===== config.mk =====
export PLATFORM = sky130hd
export DESIGN_NAME = scoreboard_multi_flat
export DESIGN_NICKNAME = d
export VERILOG_FILES = /design/src/rtl/scoreboard_multi_if.sv /design/src/rtl/scoreboard_multi.sv /design/src/flat_wrapper.sv
export SDC_FILE = /design/constraint.sdc
export NUM_CORES = 1
export LEC_CHECK = 0
export ABC_AREA = 0
export CAP_MARGIN = 20
export CORE_MARGIN = 5
export CORE_UTILIZATION = 30
export CTS_BUF_LIST = sky130_fd_sc_hd__clkbuf_8
export DETAILED_ROUTE_END_ITERATION = 10
export PLACE_DENSITY = 0.45
export REMOVE_ABC_BUFFERS = 1
export SETUP_SLACK_MARGIN = 0.4
export SYNTH_ARGS = -nofsm -noshare
export SYNTH_HDL_FRONTEND = slang
export SYNTH_SLANG_ARGS = --single-unit
export TNS_END_PERCENT = 10

===== constraint.sdc =====
create_clock -name clk_1khz_i -period 5.3 [get_ports clk_1khz_i]
set_input_delay 1.06 -clock clk_1khz_i [delete_from_list [all_inputs] [get_ports clk_1khz_i]]
set_output_delay 1.06 -clock clk_1khz_i [all_outputs]
set_load 0.02 [all_outputs]

===== src/rtl/scoreboard_multi_if.sv =====
// Player-facing signal bundle of scoreboard_multi: buttons, game control, display and result.
// The slave modport is the scoreboard side; the master modport is the driving side.
interface scoreboard_multi_if #(
  parameter int unsigned NUM_PLAYERS = 2,
  parameter int unsigned SEL_W       = 3
);
  logic [NUM_PLAYERS-1:0] pushbutton_i;
  logic                   new_game_i;
  logic [SEL_W-1:0]       disp_sel_i;
  logic [6:0]             seg_tens_o;
  logic [6:0]             seg_ones_o;
  logic [NUM_PLAYERS-1:0] winner_o;
  logic                   game_over_o;

  modport master (
    output pushbutton_i, new_game_i, disp_sel_i,
    input  seg_tens_o, seg_ones_o, winner_o, game_over_o
  );

  modport slave (
    input  pushbutton_i, new_game_i, disp_sel_i,
    output seg_tens_o, seg_ones_o, winner_o, game_over_o
  );
endinterface


===== src/rtl/scoreboard_multi.sv =====
// N-player scoreboard: per-channel sync/debounce/edge detect, saturating scores, winner FSM and
// two-digit 7-segment display. Define WIN_BY_TWO_EN for deuce play (win needs a two-point lead).
module scoreboard_multi #(
  parameter int unsigned NUM_PLAYERS = 2,
  parameter int unsigned WIN_SCORE   = 21,
  parameter int unsigned DEBOUNCE_MS = 20,
  parameter int unsigned SEL_W       = 3
) (
  input  logic                clk_1khz_i,
  input  logic                rst_i,
  scoreboard_multi_if.slave   bus_io
);

  localparam int unsigned    CntW   = $clog2(DEBOUNCE_MS + 1);
  localparam logic [CntW-1:0] CntMax = CntW'(DEBOUNCE_MS);

  typedef enum logic [0:0] {StPlay, StOver} state_e;

  logic [NUM_PLAYERS-1:0] sync1_q, sync2_q, deb_q, deb_d, deb_prev_q, press, win;
  logic [CntW-1:0]        cnt_q [NUM_PLAYERS];
  logic [CntW-1:0]        cnt_d [NUM_PLAYERS];
  logic [6:0]             score_q [NUM_PLAYERS];
  logic [6:0]             score_d [NUM_PLAYERS];
  logic [NUM_PLAYERS-1:0] winner_q, winner_d;
  state_e                 state_q, state_d;
  logic [8:0]             blink_q;

  // A level is accepted on the edge after the counter has reached DEBOUNCE_MS.
  always_comb begin
    for (int n = 0; n < int'(NUM_PLAYERS); n++) begin
      deb_d[n] = deb_q[n];
      cnt_d[n] = '0;
      if (sync2_q[n] != deb_q[n]) begin
        if (cnt_q[n] == CntMax) deb_d[n] = sync2_q[n];
        else                    cnt_d[n] = cnt_q[n] + 1'b1;
      end
    end
  end

  assign press = deb_q & ~deb_prev_q;

`ifdef WIN_BY_TWO_EN
  always_comb begin
    for (int n = 0; n < int'(NUM_PLAYERS); n++) begin
      win[n] = (score_q[n] >= 7'(WIN_SCORE));
      for (int m = 0; m < int'(NUM_PLAYERS); m++) begin
        if (m != n && ({1'b0, score_q[n]} < ({1'b0, score_q[m]} + 8'd2))) win[n] = 1'b0;
      end
    end
  end
`else
  always_comb begin
    for (int n = 0; n < int'(NUM_PLAYERS); n++) win[n] = (score_q[n] == 7'(WIN_SCORE));
  end
`endif

  always_comb begin
    state_d  = state_q;
    winner_d = winner_q;
    score_d  = score_q;
    if (bus_io.new_game_i) begin
      state_d  = StPlay;
      winner_d = '0;
      for (int n = 0; n < int'(NUM_PLAYERS); n++) score_d[n] = '0;
    end else begin
      unique case (state_q)
        StPlay: begin
          for (int n = 0; n < int'(NUM_PLAYERS); n++) begin
            if (press[n] && score_q[n] != 7'd99) score_d[n] = score_q[n] + 7'd1;
          end
          if (|win) begin
            state_d  = StOver;
            winner_d = win & (~win + NUM_PLAYERS'(1));  // isolate lowest set bit
          end
        end
        StOver: ;
      endcase
    end
  end

  always_ff @(posedge clk_1khz_i) begin
    if (rst_i) begin
      sync1_q    <= '0;
      sync2_q    <= '0;
      deb_q      <= '0;
      deb_prev_q <= '0;
      winner_q   <= '0;
      state_q    <= StPlay;
      blink_q    <= '0;
      for (int n = 0; n < int'(NUM_PLAYERS); n++) begin
        cnt_q[n]   <= '0;
        score_q[n] <= '0;
      end
    end else begin
      sync1_q    <= bus_io.pushbutton_i;
      sync2_q    <= sync1_q;
      deb_q      <= deb_d;
      deb_prev_q <= deb_q;
      winner_q   <= winner_d;
      state_q    <= state_d;
      blink_q    <= blink_q + 9'd1;
      for (int n = 0; n < int'(NUM_PLAYERS); n++) begin
        cnt_q[n]   <= cnt_d[n];
        score_q[n] <= score_d[n];
      end
    end
  end

  function automatic logic [6:0] seg7(input logic [3:0] d);
    case (d)
      4'd0:    seg7 = 7'h3F;
      4'd1:    seg7 = 7'h06;
      4'd2:    seg7 = 7'h5B;
      4'd3:    seg7 = 7'h4F;
      4'd4:    seg7 = 7'h66;
      4'd5:    seg7 = 7'h6D;
      4'd6:    seg7 = 7'h7D;
      4'd7:    seg7 = 7'h07;
      4'd8:    seg7 = 7'h7F;
      4'd9:    seg7 = 7'h6F;
      default: seg7 = 7'h00;
    endcase
  endfunction

  logic [6:0] sel_score, tens, ones;
  logic       sel_valid, sel_win;

  always_comb begin
    sel_score = '0;
    sel_win   = 1'b0;
    sel_valid = (32'(bus_io.disp_sel_i) < NUM_PLAYERS);
    for (int unsigned n = 0; n < NUM_PLAYERS; n++) begin
      if (32'(bus_io.disp_sel_i) == n) begin
        sel_score = score_q[n];
        sel_win   = winner_q[n];
      end
    end
    tens = sel_score / 7'd10;
    ones = sel_score % 7'd10;
    if (!sel_valid) begin
      bus_io.seg_tens_o = 7'h40;
      bus_io.seg_ones_o = 7'h40;
    end else if (state_q == StOver && sel_win && blink_q[8]) begin
      bus_io.seg_tens_o = 7'h00;
      bus_io.seg_ones_o = 7'h00;
    end else begin
      bus_io.seg_tens_o = seg7(tens[3:0]);
      bus_io.seg_ones_o = seg7(ones[3:0]);
    end
  end

  assign bus_io.winner_o    = winner_q;
  assign bus_io.game_over_o = (state_q == StOver);

endmodule


===== src/flat_wrapper.sv =====
// flat-port wrapper written by rule: the top's interface ports become plain ports
module scoreboard_multi_flat 
#(
  parameter int unsigned NUM_PLAYERS = 2,
  parameter int unsigned WIN_SCORE   = 21,
  parameter int unsigned DEBOUNCE_MS = 20,
  parameter int unsigned SEL_W       = 3
)
  (clk_1khz_i, rst_i, bus_io_pushbutton_i, bus_io_new_game_i, bus_io_disp_sel_i, bus_io_seg_tens_o, bus_io_seg_ones_o, bus_io_winner_o, bus_io_game_over_o);
  scoreboard_multi_if #(.NUM_PLAYERS(NUM_PLAYERS), .SEL_W(SEL_W)) bus_io_i ();
  input  logic clk_1khz_i;
  input  logic rst_i;
  input wire logic [$bits(bus_io_i.pushbutton_i)-1:0] bus_io_pushbutton_i;
  input wire logic [$bits(bus_io_i.new_game_i)-1:0] bus_io_new_game_i;
  input wire logic [$bits(bus_io_i.disp_sel_i)-1:0] bus_io_disp_sel_i;
  output wire logic [$bits(bus_io_i.seg_tens_o)-1:0] bus_io_seg_tens_o;
  output wire logic [$bits(bus_io_i.seg_ones_o)-1:0] bus_io_seg_ones_o;
  output wire logic [$bits(bus_io_i.winner_o)-1:0] bus_io_winner_o;
  output wire logic [$bits(bus_io_i.game_over_o)-1:0] bus_io_game_over_o;
  assign bus_io_i.pushbutton_i = bus_io_pushbutton_i;
  assign bus_io_i.new_game_i = bus_io_new_game_i;
  assign bus_io_i.disp_sel_i = bus_io_disp_sel_i;
  assign bus_io_seg_tens_o = bus_io_i.seg_tens_o;
  assign bus_io_seg_ones_o = bus_io_i.seg_ones_o;
  assign bus_io_winner_o = bus_io_i.winner_o;
  assign bus_io_game_over_o = bus_io_i.game_over_o;
  scoreboard_multi #(.NUM_PLAYERS(NUM_PLAYERS), .WIN_SCORE(WIN_SCORE), .DEBOUNCE_MS(DEBOUNCE_MS), .SEL_W(SEL_W)) u_core (.clk_1khz_i(clk_1khz_i), .rst_i(rst_i), .bus_io(bus_io_i));
endmodule

== After elaboration in Yosys (flattened, before gate mapping) ==
Memories as Yosys holds them, arrays and structs flattened.
Cells that the tools add are included.
W data, S select, Z words.

* Add/subtract/negate cells: 6
* Div/mod/pow operators: 2
* Order comparisons: 1
* Eq/ne operators: 9
* Mux-type cells: 19
* Bitwise logic cells: 7
* Reduce and logical (&&, ||, !) cells: 12

{| class="wikitable"
|+ Operators by type and width
! cell !! count
|-
| $mux W7 || 6
|-
| $mux W5 || 6
|-
| $add A7 B1 Y7 const B || 2
|-
| $eq A7 B5 Y1 const B || 2
|-
| $ne A7 B7 Y1 const B || 2
|-
| $add A5 B1 Y5 const B || 2
|-
| $eq A5 B5 Y1 const B || 2
|-
| $reduce_and A2 Y1 || 5
|-
| $add A9 B1 Y9 const B || 1
|-
| $div A7 B4 Y7 const B || 1
|-
| $mod A7 B4 Y7 const B || 1
|-
| $mux W1 || 7
|-
| $and A2 B2 Y2 || 2
|-
| $logic_and A1 B1 Y1 || 4
|-
| $not A2 Y2 || 2
|-
| $reduce_or A2 Y1 || 2
|-
| $eq A3 B1 Y1 const B || 1
|-
| $logic_not A3 Y1 || 1
|-
| $lt A3 B2 Y1 const B || 1
|-
| $add A2 B1 Y2 const B || 1
|-
| $ne A1 B1 Y1 || 2
|-
| $or A1 B1 Y1 || 2
|-
| $not A1 Y1 || 1
|}

* Bits in registers: 34
* Memory bits (writable): 10
* Bits in read-only memories: 224
* Bits of input ports: 8
* Output and inout port bits: 17
* Word-level logic and storage cells: 69
* Memories: 3

{| class="wikitable"
|+ Memory list
! memory !! words !! bits a word !! read ports !! clocked after memory_dff !! wr ports !! line !! RTL
|-
| (name not given) || 16 || 7 || 1 || 0 || 0 || scoreboard_multi.sv:110 || <nowiki>case (d)</nowiki>
|-
| (name not given) || 16 || 7 || 1 || 0 || 0 || scoreboard_multi.sv:110 ||
|-
| u_core.cnt_q || 2 || 5 || 2 || 0 || 2 || scoreboard_multi.sv:20 || <nowiki>logic [CntW-1:0] cnt_q [NUM_PLAYERS];</nowiki>
|}

== Logic depth before layout (Yosys ltp) ==
* Word-level depth: 7
* Depth in mapped cells: 19
* Mapped depth without buffers: 17

== Worst setup path before layout ==
OpenSTA, ideal clock, no wires.

* Path kind: input to output
* From: input port bus_io_disp_sel_i[0]
* To: output port bus_io_seg_ones_o[3]
* Arrival time: 4236 ps
* Required time: 4240 ps
* Slack: 4 ps
* Cell stages on the path: 17
* Path buffers: 2
* Cells stage by stage: buf_6 > buf_6 > mux2_4 > nor3_2 > nor3_1 > or3_4 > a21oi_4 > inv_1 > ha_1 > inv_1 > nand3_1 > nand2_1 > a2bb2oi_1 > nor2_1 > ha_1 > or3_1 > a31oi_1

* Longest elaborated chain between the ends: 7
* Elaborated cells on any way between the ends: 13
* Those cells by class: div (1); order compare (1); eq/ne (1); mux (6); reduce/logical (3); memory (1)

{| class="wikitable"
|+ Ends and longest elaborated chain
! item !! line !! RTL
|-
| from (decl) || flat_wrapper.sv:15 || <nowiki>input wire logic [$bits(bus_io_i.disp_sel_i)-1:0] bus_io_disp_sel_i;</nowiki>
|-
| $logic_not A3 Y1 || scoreboard_multi.sv:133 || <nowiki>if (32'(bus_io.disp_sel_i) == n) begin</nowiki>
|-
| $mux W7 / $mux W1 (equally long branches) (2 in series) || scoreboard_multi.sv:133 ||
|-
| $mod A7 B4 Y7 / $logic_and A1 B1 Y1 (equally long branches) || scoreboard_multi.sv:139, scoreboard_multi.sv:143 ||
|-
| $mem_v2 Z16 W7 / $logic_and A1 B1 Y1 (equally long branches) || -- ||
|-
| $mux W7 || scoreboard_multi.sv:143 || <nowiki>end else if (state_q == StOver && sel_win && blink_q[8]) begin</nowiki>
|-
| $mux W7 * || scoreboard_multi.sv:140 || <nowiki>if (!sel_valid) begin</nowiki>
|-
| to (decl) || flat_wrapper.sv:17 || <nowiki>output wire logic [$bits(bus_io_i.seg_ones_o)-1:0] bus_io_seg_ones_o;</nowiki>
|}

Every way passes the cells marked *; elsewhere a longest branch is shown, timed or not.

== Final worst setup path ==
Same ends and word-level chain as after synthesis.

==> out/metrics.cfg <==
[status]
run_status = finished clean

[finish]
antennaDiodeCount = 0
final.fill_count = 984
flow.area_growth_from_synthesis_pct = 30.5
post_layout_cell_count = 541
num-nets-final = 439
most_frequent_standard_cell_in_the_layout_excluding_fill_and_tap_cells = sky130_fd_sc_hd__buf_4
design_area_sq_um = 3760
multi_input_comb_area_sq_um = 1950
layout-drive-gt1-share_pct = 24.5
layout.area.seq_sq_um = 881
mostFrequentLayoutCells = 48 x sky130_fd_sc_hd__buf_4, 44 x sky130_fd_sc_hd__dfxtp_1, 42 x sky130_fd_sc_hd__nor2_1

[route]
drt-met1-wl_mm = 3.16
top_layer = met4
detailedRoute.firstPassIterationCount = 4
dr_drc_count = 0
routed_wire_length_per_instance_um = 12.1
route.final.wire_length_mm = 6.52
vias = 2515
detailroute.wirelength.met2_mm = 3.18
first_iter_violations = 73
post_drt_via_cell_ratio = 4.65
route.met3.wl_um = 138
postRouteAntennaNets = 0

[place]
dp_hpwl_mm = 5.10
gpl.final_weighted_congestion = 0.743
port-buffer-count = 24
cell_area_after_placement_sq_um = 3560
post-place-cells = 531

[setup_path]
worstSetupStartpointType = primary input
r2r_setup_slack_ns = 3.31
path_common_cell = sky130_fd_sc_hd__buf_6
cp-end-kind = primary output
chain_of_cells_forming_the_critical_path = buf_6 -> buf_6 -> mux2_4 -> nor3_4 -> nor3_2 -> or3_4 -> a21oi_4 -> inv_2 -> ha_4 -> inv_4 -> nand3_2 -> nand2_2 -> a2bb2oi_2 -> nor2_2 -> ha_1 -> or3_1 -> a31oi_1 -> buf_4
timing.setup.critical_path_class = primary input to primary output
cell_family_contributing_the_most_delay_on_the_critical_path = simple AND/OR/NAND/NOR gates
critical_path_buf_inv_count = 5
critical_path_peak_fanout = 6
max_stage_delay_ns = 0.38
critPathSlowestCell = sky130_fd_sc_hd__or3_4
arrival_ns = 3.97
worst-endpoint-required_ns = 4.24

[floorplan]
core_region_area_sq_um = 9280
die_area_sq_um = 11700
floorplan.initialDensity_pct = 31.0
floorplan.rows = 35
ios = 25
floorplan.die.height_um = 108
die_w_um = 108

[cts]
tritoncts_clock_tree = done
clock_sink_count = 44
number_of_h_tree_branching_levels = 2
ctsHoldBuffers = 0
cts.reportedPaths.clkPinSlew_ns = 0.08
max-clock-path-buffers = 2
cts-buffers-inserted = 5
worstSkewPairLatency_ns = 0.29
ctsRootBufferMaster = sky130_fd_sc_hd__clkbuf_8

[synthesis]
synth_sequential_area_ratio_pct = 30.6
async_flop_share_pct = 0
ys_ff_latch = 44
cells_after_synth = 344
number_of_flops_mapped_to_enable_cells_by_yosys = 0
synth-main-ff-cell = sky130_fd_sc_hd__dfxtp_1
unique_cell_type_count_in_the_yosys_netlist = 55
mappedNetlistArea_sq_um = 2880
ys.warnings.count = 0
post_synth.cell_area_avg_sq_um = 8.37

[global_route]
first_global_vias = 2408
grt_start_max_net_pins = 21
number_of_antenna_violations_at_the_first_check_in_global_routing = 0
globalRouteTotalUtil_pct = 11.7
grt_remaining_overflow = 0
global_route_wire_length_before_repair_mm = 11.3

[power]
pwr-share-clk_pct = 39.2
p_sw_share_pct = 21.9
power.share.combinational_pct = 7.6
irDropWorstVdd_uv = 146
internal_power_uw = 494
power-per-cell-area_nw_per_um2 = 168
power.share.sequential_pct = 53.3
p_leak_nw = 1.45
power_switching_uw = 138

[sta]
tns_ns = 0
finalCritPeriodShare_pct = 94.9
final_hold_viol_count = 0
finalCriticalPeriod_ns = 5.03
setup_violations = 0
fmaxAchievable_mhz = 199
worst-slew-pin-transition_ns = 0.701
clock_skew_ns = 0.00726
worst_slew_margin_rel_pct = 53.1
worst_hold_slack_ns = 0.443
slew_viol_final = 0
grt_setup_unrepaired = true

[hold_path]
hold_path.class = flop to flop

[job]
cap_viol_max_count = 0

[state kept, by name, summed over array words and instances, names as in the netlist]
name,cells
u_core.sync1_q,2
u_core.cnt_q,10
u_core.bus_io.game_over_o,1
u_core.score_q,14
u_core.deb_q,2
u_core.bus_io.winner_o,2
u_core.sync2_q,2
u_core.blink_q,9
u_core.deb_prev_q,2
[power by group through the flow]
stage                     clock network (mW)  registers [mW]  logic, mW
after floorplan                            0           0.344     0.0225
after global placement                     0           0.344     0.0511
after detailed placement                   0           0.345     0.0512
after CTS                              0.258           0.337     0.0490
after global routing                   0.273           0.338     0.0522
final                                  0.248           0.337     0.0478
[final cells by class]
| type | instances | share of cell area, % |
|---|---|---|
| clock buffers | 5 | 1.83 |
| clock inverters | 3 | 1.03 |
| inverters | 20 | 2.06 |
| multi-input cells | 268 | 51.8 |
| flip-flops and latches | 44 | 23.4 |
| well taps | 129 | 4.29 |
| repair buffers | 72 | 15.5 |
[worst paths after layout]
| kind | from | cells after the start | to |
|---|---|---|---|
| max reg2reg | u_core.score_q[7]$_SDFFE_PP0P_ | 7 | u_core.score_q[12]$_SDFFE_PP0P_ |
| min reg2reg | u_core.sync1_q[0]$_SDFF_PP0_ | 1 | u_core.sync2_q[0]$_SDFF_PP0_ |
| min | u_core.sync1_q[0]$_SDFF_PP0_ | 1 | u_core.sync2_q[0]$_SDFF_PP0_ |
| max | bus_io_disp_sel_i[0] | 18 | bus_io_seg_ones_o[3] |
[what timing repair did]
item | 4_1_cts | 5_1_grt
resized for setup | 65 | 7
hold endpoints to repair | 0 | 0
setup endpoints to repair | 14 | 14
pin swaps | 11 | 8
buffers inserted | 1 | 1
[metal layers]
metal  GRT usage, %  up-vias
li1               -     1337
met1           15.0     1148
met2           20.8       26
met3           1.67        4
met4           2.71        0
met5              0        -
[kinds of logic (layout without fill, tap and decap cells)]
group / after synthesis / count (layout) / share of synthesized area (%)
AND/OR/NAND/NOR: 135 / 135 / 23.7
AO/OA/AOI/OAI: 68 / 68 / 15.9
flip-flops: 44 / 44 / 30.6
buffers and inverters: 32 / 100 / 4.95
XOR/XNOR: 27 / 27 / 8.21
adder cells (fa/ha/maj): 21 / 21 / 9.08
multiplexers: 17 / 17 / 7.60
[synthesized netlist by cell type, types with 2 or more instances]
cell type	count	area (sq um)
sky130_fd_sc_hd__xor2_1	14	123
sky130_fd_sc_hd__or2_2	3	18.8
sky130_fd_sc_hd__o211ai_1	4	30.0
sky130_fd_sc_hd__and3_1	2	12.5
sky130_fd_sc_hd__xnor2_1	13	114
sky130_fd_sc_hd__nand4_1	5	31.3
sky130_fd_sc_hd__nor4bb_1	2	20.0
sky130_fd_sc_hd__clkbuf_1	8	30.0
sky130_fd_sc_hd__inv_1	20	75.1
sky130_fd_sc_hd__o21a_1	2	15.0
sky130_fd_sc_hd__o21bai_1	2	15.0
sky130_fd_sc_hd__a211oi_1	3	22.5
sky130_fd_sc_hd__mux2_4	4	60.1
sky130_fd_sc_hd__nand2_1	24	90.1
sky130_fd_sc_hd__dfxtp_1	44	881
sky130_fd_sc_hd__nand3b_1	2	15.0
sky130_fd_sc_hd__a221oi_1	2	17.5
sky130_fd_sc_hd__mux2_2	4	45.0
sky130_fd_sc_hd__a31oi_1	6	37.5
sky130_fd_sc_hd__ha_1	20	250
sky130_fd_sc_hd__nor4_1	2	12.5
sky130_fd_sc_hd__nor4b_1	2	17.5
sky130_fd_sc_hd__nand3_1	18	90.1
sky130_fd_sc_hd__o21ai_0	13	65.1
sky130_fd_sc_hd__nor2_1	43	161
sky130_fd_sc_hd__mux2i_2	3	41.3
sky130_fd_sc_hd__or3_1	9	56.3
sky130_fd_sc_hd__nor3_1	6	30.0
sky130_fd_sc_hd__and4b_1	2	20.0
sky130_fd_sc_hd__mux2i_1	5	50.1
sky130_fd_sc_hd__buf_6	3	33.8
sky130_fd_sc_hd__a21oi_1	22	110
sky130_fd_sc_hd__nor2b_1	10	62.6
[per-stage QoR]
stage | util (%) | power (mW) | setup slack (ns)
after detailed placement | 38.3 | 0.396 | -0.881
after floorplan | - | 0.366 | 0.238
after CTS | 40.4 | 0.644 | 0.206
after global routing | 40.5 | 0.663 | 0.0817
after global placement | 38.3 | 0.395 | -0.763
final | 40.5 | 0.632 | 0.268
No activity file was read; power rests on OpenSTA's default activity.
